`src/rtl/fifo_stream_unloader.sv`:
```
// fifo_stream_unloader: read-side stage behind a synchronous FIFO.
// Issues FIFO pops, captures the one-cycle-late read data into a small skid
// buffer and presents a valid/ready stream with packet framing (out_last).
// The pop request depends only on registered state and fifo_rempty, so
// out_ready has no combinational path to fifo_rinc.
module fifo_stream_unloader #(
    parameter int DSIZE = 32,
    parameter int LEN_W = 16
) (
    input  logic             clk,
    input  logic             rst,
    input  logic [DSIZE-1:0] fifo_rdata,
    input  logic             fifo_rempty,
    output logic             fifo_rinc,
    input  logic [LEN_W-1:0] pkt_len,
    output logic [DSIZE-1:0] out_data,
    output logic             out_valid,
    input  logic             out_ready,
    output logic             out_last
);

    localparam logic [LEN_W-1:0] LEN_ONE = {{(LEN_W-1){1'b0}}, 1'b1};

    // Three entries cover the worst case: two words buffered plus one read
    // in flight while the consumer stalls, and still allow one beat per clock.
    logic [DSIZE-1:0] mem [0:2];
    logic [1:0]       head;
    logic [1:0]       tail;
    logic [1:0]       occ;
    logic             pend;
    logic [2:0]       fill;
    logic             pop;

    logic [LEN_W-1:0] beat_cnt;
    logic [LEN_W-1:0] len_q;
    logic [LEN_W-1:0] pkt_len_eff;
    logic [LEN_W-1:0] eff_len;

    function automatic logic [1:0] next_idx(input logic [1:0] idx);
        return (idx == 2'd2) ? 2'd0 : idx + 2'd1;
    endfunction

    // Buffered words plus the read in flight must never exceed capacity.
    assign fill      = {1'b0, occ} + {2'b00, pend};
    assign fifo_rinc = !rst && !fifo_rempty && (fill < 3'd3);

    assign pop       = out_valid && out_ready;
    assign out_valid = (occ != 2'd0);
    assign out_data  = mem[head];

    // A zero length is treated as single-beat packets; the live pkt_len is
    // used on the first beat, the latched length for the rest of the packet.
    assign pkt_len_eff = (pkt_len == '0) ? LEN_ONE : pkt_len;
    assign eff_len     = (beat_cnt == '0) ? pkt_len_eff : len_q;
    assign out_last    = out_valid && (beat_cnt == (eff_len - LEN_ONE));

    // Control state: pointers, occupancy, in-flight flag and packet framing.
    always_ff @(posedge clk) begin
        if (rst) begin
            head     <= 2'd0;
            tail     <= 2'd0;
            occ      <= 2'd0;
            pend     <= 1'b0;
            beat_cnt <= '0;
            len_q    <= '0;
        end else begin
            pend <= fifo_rinc;
            if (pend) begin
                tail <= next_idx(tail);
            end
            if (pop) begin
                head <= next_idx(head);
            end
            occ <= occ + {1'b0, pend} - {1'b0, pop};
            if (out_valid && (beat_cnt == '0)) begin
                len_q <= pkt_len_eff;
            end
            if (pop) begin
                beat_cnt <= out_last ? '0 : beat_cnt + LEN_ONE;
            end
        end
    end

    // Storage: capture the word requested on the previous cycle.
    always_ff @(posedge clk) begin
        if (rst) begin
            for (int i = 0; i < 3; i++) begin
                mem[i] <= '0;
            end
        end else if (pend) begin
            mem[tail] <= fifo_rdata;
        end
    end

endmodule

```
`config.mk`:
```
export PLATFORM = sky130hd
export DESIGN_NAME = fifo_stream_unloader
export DESIGN_NICKNAME = d
export VERILOG_FILES = /design/src/rtl/fifo_stream_unloader.sv
export SDC_FILE = /design/constraint.sdc
export NUM_CORES = 1
export LEC_CHECK = 0
export BUFFER_PORTS_ARGS = -buffer_cell sky130_fd_sc_hd__buf_2
export CAP_MARGIN = 20
export CELL_PAD_IN_SITES_DETAIL_PLACEMENT = 2
export CELL_PAD_IN_SITES_GLOBAL_PLACEMENT = 2
export CORE_MARGIN = 8
export CORE_UTILIZATION = 35
export CTS_CLUSTER_SIZE = 8
export DETAILED_ROUTE_END_ITERATION = 12
export PLACE_DENSITY = 0.7
export SLEW_MARGIN = 20
export SYNTH_ARGS = -nofsm -noshare
export SYNTH_HDL_FRONTEND = slang
export SYNTH_SLANG_ARGS = --single-unit
```
`constraint.sdc`:
```
create_clock -name clk -period 6.2 [get_ports clk]
set_input_delay 0.93 -clock clk [delete_from_list [all_inputs] [get_ports clk]]
set_output_delay 0.93 -clock clk [all_outputs]
set_load 0.1 [all_outputs]
```
==> impl_metrics.env <==
export IMPL_yosys_warnings=0
export IMPL_coreArea_um2=22600
export IMPL_post_route_period_util=0.950
export IMPL_ys_flop_type="edfxtp_1"
export IMPL_crit_type="in -> out"
export IMPL_fmax_mhz=170
export IMPL_synthCells=625
export IMPL_r2r_end="beat_cnt[12]"
export IMPL_vias_per_cell=5.29
export IMPL_hold_depth=2
export IMPL_yosys_area_top_type="edfxtp_1"
export IMPL_worst_path_max_fanout=6
export IMPL_grt_pass1_vias=6202
export IMPL_gp_congestion=0.855
export IMPL_dieArea_um2=28200
export IMPL_die_h_um=168
export IMPL_io_buffers=86
export IMPL_ios=87
export IMPL_first_pass_iters=4
export IMPL_startpoint_type="input pin"
export IMPL_rsz0062_at_grt="no"
export IMPL_ys_ff_latch=169
export IMPL_detail_route_antenna_nets=0
export IMPL_clkSinkCount=169
export IMPL_synth_nets=684
export IMPL_path_buf_inv=2
export IMPL_fp_dieW_um=168
export IMPL_hold_ws_ns=0.475
export IMPL_drc=0
export IMPL_clk_pin_slew_ns=0.07
export IMPL_fillers=2278
export IMPL_worstPathArrival_ns=4.96
export IMPL_reg2reg_slack_ns=1.58
export IMPL_synth_most_common_cell="edfxtp_1"
export IMPL_syn_area_um2=8070
export IMPL_finalHoldViolCount=0
export IMPL_worstPathRequired_ns=5.27
export IMPL_wirelength_mm=22.6
export IMPL_cts_tree="yes"
export IMPL_cts_hold_buf=0
export IMPL_cap_viol_max_count=0
export IMPL_synthArstFlopShare=0
export IMPL_leakagePower_uw=0.00348
export IMPL_setup_viol_count_final=0
export IMPL_slowest_stage="or4_4"
export IMPL_fin_area_um2=9430
export IMPL_antenna_found_initial=0
export IMPL_peakVddDrop_v=0.000181
export IMPL_min_path_type="reg -> reg"
export IMPL_insertion_delay_ns=0.43
export IMPL_synth_cell_types=58
export IMPL_min_to="len_q[1]"
export IMPL_synth_top_area_share=0.476
export IMPL_seq_area_um2=4670
export IMPL_cts_max_level=4
export IMPL_hold_start="len_q[1]"
export IMPL_numCtsBuffers=17
export IMPL_hpwl_mm=15.4
export IMPL_slew_headroom=0.349
export IMPL_cp_cell_sequence="buf_2, or4_4, or4_4, o31a_1, o21a_4, ha_1, or3b_2, nor3_1, xnor2_1, nor3_1, a2111oi_0, o2111ai_2, nor3_2, buf_12"
export IMPL_setup_tns_ns=0
export IMPL_num_antenna_cells=0
export IMPL_syn_to_final_growth_pct=16.9
export IMPL_cts_resized=0
export IMPL_critical_path_max_stage_delay_ns=0.58
export IMPL_rows=55
export IMPL_min_period_ns=5.89
export IMPL_total_power_uw=3890
export IMPL_synth_edf_count=128
export IMPL_clock_path_buffers=2
export IMPL_grt_overflow=0
export IMPL_grt_use_total=0.165
export IMPL_max_slew_worst_pin_slew_ns=0.976
export IMPL_grt_pass1_wl_mm=35.9
export IMPL_reg2reg_from="beat_cnt[0]"
export IMPL_placed_cell_area_um2=8810
export IMPL_netlist_top_cells_count="128 x edfxtp_1, 96 x and2_1, 44 x nand2_1"
export IMPL_fin_skew_ns=0.0140
export IMPL_drive_gt1_frac=0.269
export IMPL_fin_nets=765
export IMPL_end_kind="primary output"
export IMPL_synth_area_leaders="edfxtp_1 48%, dfxtp_1 10%, mux4_2 8.9%"
export IMPL_r2r_cells=16
export IMPL_multi_input_area_um2=3230
export IMPL_avgSynthCellArea_um2=12.9
export IMPL_dp_cells=972
export IMPL_grt_max_degree=33
export IMPL_crit_family="simple AND/OR/NAND/NOR gates"
export IMPL_synth_seq_area_share=0.578
export IMPL_drtIter0Drc=203
export IMPL_initial_core_util=0.356
export IMPL_slew_viol_final=0
export IMPL_stdcell_count=1003
export IMPL_post_drt_wl_per_cell_um=22.5
export IMPL_vias=5308
export IMPL_cts_root_buf="clkbuf_16"
export IMPL_cellPowerDensity_nw_per_um2=413
export IMPL_status="completed"
-- through the flow --
stage | worst slack [ns] | util
finish | 0.309 | 0.416
detailed placement | 0.312 | 0.389
CTS | 0.265 | 0.416
global route | 0.0347 | 0.416
global placement | 0.357 | 0.389
floorplan | 0.118 | -
-- worst max-delay path by stage --
stage / cells after the start / startpoint / end
detailed placement: 14 / pkt_len[8] / out_last
global placement: 14 / pkt_len[8] / out_last
global route: 15 / beat_cnt[0] / out_last
CTS: 14 / pkt_len[8] / out_last
finish: 14 / pkt_len[8] / out_last
floorplan: 12 / pkt_len[8] / out_last
-- report_power, final --
part / leakage, uW / internal [uW] / switching [uW] / total (uW)
Clock: 0.000294 / 647 / 482 / 1130
Combinational: 0.00157 / 398 / 968 / 1370
Sequential: 0.00162 / 1310 / 87.3 / 1400
-- area by class of cell --
type                       count  area share
multi-input combinational    411       0.343
timing repair buffer          95      0.0544
tap                          285      0.0378
clock inverter                13      0.0199
sequential                   169       0.495
clock buffer                  18      0.0455
inverter                      12     0.00478
-- per-layer routing --
layer	share of wire	vias up	GRT usage
met5	0	-	0
met4	0.0092	0	0.0369
met3	0.030	14	0.0292
met2	0.52	90	0.297
met1	0.44	2758	0.203
li1	-	2446	-
-- worst register-to-register path: stages, from the launching register on --
cell       delay [ns]
dfxtp_1          0.38
inv_1            0.11
ha_1             0.14
nor4b_1          0.42
nand4_1          0.40
nand2_1          0.21
o21a_4           0.16
ha_1             0.20
or3b_2           0.50
nor3_1           0.19
xnor2_1          0.17
nor3_1           0.06
a2111oi_0        0.55
o2111ai_2        0.30
o41ai_4          0.33
buf_4            0.30
nor2_1           0.08
-- flip-flops by register name (all words and copies together), names as in the netlist, named ones only --
signal	count
len_q	16
pend	1
beat_cnt	16
head	2
occ	2
mem	128
tail	2
-- cells by family after synthesis --
group                    share of synthesized area
AO/OA/AOI/OAI                               0.0492
XOR/XNOR                                    0.0487
adder cells (fa/ha/maj)                     0.0109
buffers and inverters                       0.0242
flip-flops                                   0.578
multiplexers                                 0.108
AND/OR/NAND/NOR                              0.181
-- what timing repair did --
action                                 CTS  global route
setup endpoints to repair                0             1
buffers inserted                         0             0
endpoints found under the hold margin    0             0
-- cells in the final DEF, fill, tap and decap left out, drive strengths merged, types with 2 or more instances in the layout --
cell	Yosys	final
bufinv	0	3
or2	6	6
xnor2	30	30
buf	10	95
o21ai	6	6
o21bai	2	2
nand2b	3	3
a21oi	22	22
xor2	14	14
mux2i	15	15
or4	4	4
or3	7	7
mux4	32	32
nand2	44	44
nand3	8	8
and2	96	96
nor2	43	43
nand4	10	10
clkinv	1	4
nor4b	4	4
and3	5	5
nor4	6	6
nor3	17	17
a211oi	2	2
o221a	2	2
or3b	2	2
edfxtp	128	128
inv	11	16
clkbuf	23	18
dfxtp	41	41
a21o	2	2
o31ai	2	2
a2111oi	4	4
o2111ai	3	3
clkinvlp	0	2
ha	7	7
o31a	2	2
(Power assumes the default switching activity.)
